`config.mk`:
```
export PLATFORM = sky130hd
export DESIGN_NAME = binary_shift_deserializer
export DESIGN_NICKNAME = d
export VERILOG_FILES = /design/src/rtl/binary_shift_pkg.sv /design/src/rtl/binary_shift_stage.sv /design/src/rtl/binary_shift_deserializer.sv
export SDC_FILE = /design/constraint.sdc
export NUM_CORES = 1
export LEC_CHECK = 0
export ABC_AREA = 1
export CORE_UTILIZATION = 40
export DETAILED_ROUTE_END_ITERATION = 12
export MAX_ROUTING_LAYER = met4
export PLACE_DENSITY = 0.69
export SLEW_MARGIN = 20
export SYNTH_ARGS = -nofsm -noshare
export SYNTH_HDL_FRONTEND = slang
export SYNTH_SLANG_ARGS = --single-unit
export TNS_END_PERCENT = 20
```
`constraint.sdc`:
```
create_clock -name CLK -period 1.3 [get_ports CLK]
set_clock_uncertainty 0.15 [all_clocks]
set_input_delay 0.26 -clock CLK [delete_from_list [all_inputs] [get_ports CLK]]
set_output_delay 0.26 -clock CLK [all_outputs]
set_load 0.02 [all_outputs]
```
`src/rtl/binary_shift_pkg.sv`:
```
// Shared definitions for the binary shift datapath: shift direction encoding
// and the deserializer output-buffer state.
package binary_shift_pkg;

   localparam logic SHIFT_LEFT  = 1'b1;
   localparam logic SHIFT_RIGHT = 1'b0;

   typedef enum logic {
      EMPTY = 1'b0,
      FULL  = 1'b1
   } out_state_e;

endpackage

```
`src/rtl/binary_shift_stage.sv`:
```
// WIDTH-bit serial-in shift register. sh_nxt exposes the post-shift value so the
// caller can capture a word on the same edge its last bit is shifted in.
module binary_shift_stage
   import binary_shift_pkg::*;
#(
   parameter int WIDTH = 4
) (
   input  logic             clk,
   input  logic             rst_n,
   input  logic             clr,
   input  logic             en,
   input  logic             dir,
   input  logic             sin,
   output logic [WIDTH-1:0] sh,
   output logic [WIDTH-1:0] sh_nxt
);

   logic [WIDTH-1:0] sh_q, sh_d;

   always_comb begin
      sh_nxt = (dir == SHIFT_LEFT) ? {sh_q[WIDTH-2:0], sin} : {sin, sh_q[WIDTH-1:1]};
      sh_d   = sh_q;
      if (clr)     sh_d = '0;
      else if (en) sh_d = sh_nxt;
   end

   always_ff @(posedge clk or negedge rst_n) begin
      if (!rst_n) sh_q <= '0;
      else        sh_q <= sh_d;
   end

   assign sh = sh_q;

endmodule

```
`src/rtl/binary_shift_deserializer.sv`:
```
// Serial-to-parallel receiver: assembles WIDTH-bit words one bit per strobe and
// holds each finished word in a one-entry output buffer with valid/ready.
module binary_shift_deserializer
   import binary_shift_pkg::*;
#(
   parameter int WIDTH = 4
) (
   input  logic             CLK,
   input  logic             RST_N,
   input  logic             SIN,
   input  logic             SVALID,
   input  logic             D,
   input  logic             CLR,
   output logic [WIDTH-1:0] S,
   output logic             OVALID,
   input  logic             ORDY,
   output logic             OVERRUN
);

   localparam int             CW      = (WIDTH > 2) ? $clog2(WIDTH) : 1;
   localparam logic [CW-1:0]  CNT_MAX = CW'(WIDTH - 1);

   logic [CW-1:0]    cnt_q, cnt_d;
   logic             dl_q, dl_d;
   logic [WIDTH-1:0] s_q, s_d;
   logic             overrun_q, overrun_d;
   out_state_e       state_q, state_d;

   logic             accept, first_bit, complete, dir_eff;
   logic [WIDTH-1:0] sh, sh_nxt;

   // CLR wins over a simultaneous strobe, so that bit never reaches the datapath.
   assign accept    = SVALID && !CLR;
   assign first_bit = (cnt_q == '0);
   assign complete  = accept && (cnt_q == CNT_MAX);
   assign dir_eff   = first_bit ? D : dl_q;

   binary_shift_stage #(.WIDTH(WIDTH)) u_stage (
      .clk    (CLK),
      .rst_n  (RST_N),
      .clr    (CLR),
      .en     (accept),
      .dir    (dir_eff),
      .sin    (SIN),
      .sh     (sh),
      .sh_nxt (sh_nxt)
   );

   always_comb begin
      cnt_d = cnt_q;
      dl_d  = dl_q;
      if (CLR) begin
         cnt_d = '0;
      end else if (accept) begin
         cnt_d = (cnt_q == CNT_MAX) ? '0 : cnt_q + CW'(1);
         if (first_bit) dl_d = D;
      end
   end

   always_comb begin
      state_d   = state_q;
      s_d       = s_q;
      overrun_d = CLR ? 1'b0 : overrun_q;
      unique case (state_q)
         EMPTY: begin
            if (complete) begin
               s_d     = sh_nxt;
               state_d = FULL;
            end
         end
         FULL: begin
            // A word finishing on the same edge it is consumed replaces it losslessly.
            if (complete && ORDY)  s_d = sh_nxt;
            else if (complete)     overrun_d = 1'b1;
            else if (ORDY)         state_d = EMPTY;
         end
         default: state_d = EMPTY;
      endcase
   end

   always_ff @(posedge CLK or negedge RST_N) begin
      if (!RST_N) begin
         cnt_q     <= '0;
         dl_q      <= 1'b0;
         s_q       <= '0;
         overrun_q <= 1'b0;
         state_q   <= EMPTY;
      end else begin
         cnt_q     <= cnt_d;
         dl_q      <= dl_d;
         s_q       <= s_d;
         overrun_q <= overrun_d;
         state_q   <= state_d;
      end
   end

   assign S       = s_q;
   assign OVALID  = (state_q == FULL);
   assign OVERRUN = overrun_q;

   logic unused_sh;
   assign unused_sh = ^sh;

endmodule
```
# ---- Word-level counts from Yosys, hierarchy flattened
# Index checks and enable logic that the tools add are counted.
dict set report totals {
  wordCells 39
  inputBits 7
  output_inout_bits 6
  register_bits 13
}
dict set report op_classes {
  n_bitwise 2
  reduce_logical 8
  addsub 1
  eq_ne 3
  mux 19
}
# cell count
set ops {}
lappend ops {{$mux 4} 5}
lappend ops {{$mux 1} 9}
lappend ops {{$pmux 4 s2} 1}
lappend ops {{$mux 2} 3}
lappend ops {{$reduce_and 2->1} 2}
lappend ops {{$logic_and 1x1->1} 3}
lappend ops {{$add 2x1->2 const B} 1}
lappend ops {{$eq 2x2->1 const B} 1}
lappend ops {{$logic_not 2->1} 1}
lappend ops {{$ne 2x1->1 const B} 1}
lappend ops {{$ne 2x2->1 const B} 1}
lappend ops {{$not 1->1} 2}
lappend ops {{$pmux 1 s2} 1}
lappend ops {{$reduce_bool 2->1} 1}
lappend ops {{$logic_not 1->1} 1}

# ---- Longest topological paths before layout
dict set report depth {
  depth_word 6
  ltp_mapped 7
  ltp_nobuf 7
}

# ---- By module
# Synthesis repeated with hierarchy kept, for this count alone.
dict set report unflattened {
  cells_unflattened 79
  hier_area_um2 649.4
}
# mod area_per_inst_um2 cells_each instances seq_area_each_um2
set modules_own_cells {}
lappend modules_own_cells {binary_shift_deserializer 434.2 47 1 225.2}
lappend modules_own_cells {binary_shift_stage 215.2 32 1 100.1}

# ---- Least setup slack after synthesis
# Ideal clock, no wire load.
dict set report synth_path {
  path_kind {reg-to-reg}
  from {register cnt_q[0]}
  to {register s_q[0] (netlist: S[0])}
  path_stages_with_launch 8
  n_path_buf 0
  t_required_ps 1033
  t_arrival_ps 985
  slack_ps 48
  cell_sequence {dfrtp_1 > inv_1 > ha_1 > inv_1 > nand2_1 > nand3_1 > nand3_1 > nand2_1}
}
dict set report synth_between {
  elab_chain_cells 5
}
# element line_no
set synth_lines {}
lappend synth_lines {{from (decl)} binary_shift_deserializer.sv:23} ;# logic [CW-1:0] cnt_q, cnt_d;
lappend synth_lines {{from (signal assigned)} binary_shift_deserializer.sv:89} ;# cnt_q <= cnt_d;
lappend synth_lines {{$logic_not 2->1 / $eq 2x2->1 (equally long branches)} {binary_shift_deserializer.sv:34, binary_shift_deserializer.sv:35}}
lappend synth_lines {{$mux 1 / $logic_and 1x1->1 (equally long branches)} n/a}
lappend synth_lines {{$mux 4 / $logic_and 1x1->1 (equally long branches)} {binary_shift_stage.sv:21, binary_shift_deserializer.sv:73}}
lappend synth_lines {{$mux 4 (tied with other cells)} binary_shift_deserializer.sv:73} ;# if (complete && ORDY) s_d = sh_nxt;
lappend synth_lines {{$pmux 4 s2 / $reduce_and 2->1 (equally long branches)} n/a}
lappend synth_lines {{to (signal assigned)} binary_shift_deserializer.sv:85} ;# s_q <= '0;
lappend synth_lines {{to (signal assigned)} binary_shift_deserializer.sv:91} ;# s_q <= s_d;
lappend synth_lines {{to (decl)} binary_shift_deserializer.sv:25} ;# logic [WIDTH-1:0] s_q, s_d;
# Parallel ways exist; a longest one is shown, timed or not. The select of a mux whose other input is x is not followed.
# A chain may end at the register's enable or synchronous reset.

# ---- Final worst setup path
dict set report layout_path {
  from {register cnt_q[1]}
  to {register s_q[3] (netlist: S[3])}
}
# Same word-level chain as after synthesis.

==> key figures <==
Run status
  – Status: finished with violations
  – Failing checks: setup timing

Route
  – Routed via count: 610
  – Highest routed layer: met4
  – DRT Pass-1 Iters: 4
  – Routed metal-1 wirelength: 662 um
  – Met3 Wirelength: 76 um
  – Detail Route Antenna Nets: 0
  – Metal2 WL: 625 um
  – DRC: 0
  – Via density: 4.88
  – Routed WL per cell: between 10 and 15 um
  – Total Wirelength: 1390 um
  – 1st-iter DRT viols: 13

Critical path
  – Worst endpoint required time: 1320 ps
  – Critical Path AT: between 1000 and 1500 ps
  – Startpoint Class: flip-flop
  – Worst reg2reg startpoint: cnt_q[1]
  – Worst path top cell family by delay: flip-flops
  – Crit. Startpoint: cnt_q[1]
  – Crit Path Category: reg -> reg
  – Cell mode on critical path: nand2_1
  – Slowest library cell on the worst path: dfrtp_1
  – Max incr delay on CP: 390 ps
  – Crit-path max FO: 5
  – Crit. End Element: flip-flop
  – Critical path, cell by cell: buf_6 > ha_4 > nand3_4 > nor2_4 > inv_2 > nand2_1 > nand2_1
  – Reg-to-reg endpoint: S[3]
  – Register-to-register setup slack: -30 ps
  – R2R depth: 7
  – CP Buf/Inv Count: 2

GRT
  – Largest net degree at the start of global routing: 14
  – Tot GR Track Use: roughly 17%
  – Initial antenna violation count: 0
  – Vias in the first global route: between 500 and 600
  – Grt total ovfl: 0
  – First-pass GRT wire length: 2150 um

Timing
  – RSZ-0062 raised after global routing: yes
  – Final setup fails: 7
  – Final number of max-transition violations: 0
  – Hold slack: 131 ps
  – Final period utilization: 102%
  – Worst Setup Slack, final: -32.2 ps
  – Final Hold Fails: 0
  – Worst Tran Pin Value: 181 ps
  – Maximum clock frequency: 751 MHz
  – Final min period: 1330 ps
  – Relative slew slack: 88.0%

Power
  – Clock power frac: 24.2%
  – NetSw: 342 uW
  – Part of the power in registers: 45.1%
  – Maximum vdd ir drop: 0.605 mV
  – Total power: between 1000 and 1500 uW
  – P_leak: approximately 0.00054 uW
  – Sw Share: 32.8%
  – Gate power share: a little under a third
  – Int Power: 702 uW
  – Power per Cell Area: 1060 mW/mm^2

CTS
  – Deepest level of the CTS H-tree: 1
  – Worst-path clk slew: 80 ps
  – Clk Latency, worst-skew pair: 280 ps
  – CTS tree: done
  – Clk sinks: 13
  – Cts bufs inserted: 3
  – Longest Clk Path Bufs: 2
  – CTS Root Cell: clkbuf_4

Floorplanning
  – Die X: 42.2 um
  – Initial core utilization: 42.9%
  – I/O pin cnt: 13
  – Die H: 42.2 um
  – Num rows: 14
  – Core Box Area: about 0.0015 mm^2
  – Die area: 0.00178 mm^2

Placement
  – GPL Wtd Cong: around 0.80
  – HPWL after detailed placement: approximately 990 um
  – IO Port Bufs: 12

Yosys
  – #FFs+latches synth: 13
  – Synth Area in Adders: 3.87%
  – Xor/xnor cell area share of the yosys netlist: 0%
  – Yosys top cell area share: 50.3%
  – Synth Warn #: 0
  – Simple-gate portion of the synthesized area: 32.5%
  – Cell count after synthesis: 82
  – Largest family of logic cells by synthesized area: simple AND/OR/NAND/NOR gates
  – Yosys cell types: 11
  – Synth top area cells: dfrtp_1 (50%), nand2_1 (15%), nand3_1 (13%), inv_1 (8.1%), ha_1 (3.9%)
  – Mapped Nets: 91
  – Synth Area per Inst: 7.89 um^2
  – Compound-cell area share of the yosys netlist: 3.48%
  – Mapped cell area: ~650 um^2
  – Mux cell area share after synthesis: 0%
  – Yosys top cell by area: dfrtp_1
  – Sequential area share after synthesis: between 50% and 60%

Finish
  – Final Util: 65.4%
  – Antenna diode count: 0
  – Share of layout cells above drive strength 1: between 40 and 50%
  – Most common cell after layout, fill and taps aside: nand2_1
  – Layout area overhead: 52.2%
  – Most frequent cells in the layout: nand2_1 (22), dfrtp_1 (13), inv_1 (11), nand3_2 (11), buf_4 (10)
  – Fill count: around 130
  – Nets@finish: 119

Min path
  – HP Class: in -> async

Flow run
  – # Max-Cap Violations: 0
-- synthesized netlist by cell type --
| cell type | n |
|---|---|
| nand2_1 | 26 |
| nand3_1 | 17 |
| inv_1 | 14 |
| dfrtp_1 | 13 |
| inv_2 | 3 |
| o21ai_0 | 3 |
| ha_1 | 2 |
| nand3_2 | 1 |
| nor2_2 | 1 |
| nor2_4 | 1 |
| o31ai_1 | 1 |
-- registers in the layout, summed over array words and instances, names as in the netlist --
signal and count:
OVALID 1, OVERRUN 1, S 4, cnt_q 2
dl_q 1, u_stage.sh 4
-- worst max path at each step --
| stage | endpoint | slack, ps | cells past startpoint |
|---|---|---|---|
| after floorplan | S[0] | 50 | 7 |
| after global placement | S[3] | -160 | 6 |
| after detailed placement | S[0] | -190 | 6 |
| after CTS | S[0] | -50 | 7 |
| after global routing | S[3] | -90 | 6 |
| final | S[3] | -30 | 7 |
-- power groups by stage --
stage | combinational, uW | sequential, uW | clock, uW
5_1_grt | 348 | 478 | 274
2_1_floorplan | 107 | 495 | 0
6_report | 320 | 471 | 253
3_5_place_dp | 261 | 474 | 0
4_1_cts | 254 | 467 | 259
3_3_place_gp | 255 | 473 | 0
-- cells by family after synthesis --
family                   count (synthesis)
buffers and inverters                   17
AND/OR/NAND/NOR                         46
AO/OA/AOI/OAI                            4
flip-flops                              13
adder cells (fa/ha/maj)                  2
-- through the flow --
| stage | cells | setup TNS (ps) | setup slack [ps] | cell area (um^2) |
|---|---|---|---|---|
| after floorplan | 82 | 0 | 47.7 | 647 |
| after global placement | 119 | -1670 | -161 | 855 |
| after detailed placement | 119 | -1890 | -188 | 855 |
| after CTS | 124 | -282 | -45.5 | 866 |
| after global routing | 125 | -634 | -92.9 | 985 |
| final | 125 | -133 | -32.2 | 985 |
-- per-layer routing --
layer	up-vias	track usage [%]
met1	273	20.7
met2	20	26.2
li1	312	-
met3	5	2.59
met4	0	9.38
met5	-	-
-- worst reg2reg max path, cell delays in order, from the launching register on --
cell and delay [ps]:
dfrtp_1 390, buf_6 110, ha_4 130, nand3_4 80, nor2_4 180, inv_2 70, nand2_1 70, nand2_1 50
-- layout make-up --
cell class / instances / area [um^2] / share of cell area [%]
multi-input combinational: 52 / 370 / 37.6
sequential: 13 / 325 / 33.0
timing repair buffer: 23 / 176 / 17.9
inverter: 17 / 66.3 / 6.73
clock buffer: 4 / 26.3 / 2.67
tap: 16 / 20.0 / 2.03
-- repair_timing --
action | 4_1_cts | 5_1_grt
endpoints found under the setup margin | 14 | 11
gates resized for setup | 27 | 26
buffers inserted | 1 | 1
hold buffers | 0 | 0
pin swaps | 0 | 7
Note: power is estimated with default switching activity, not from simulation.
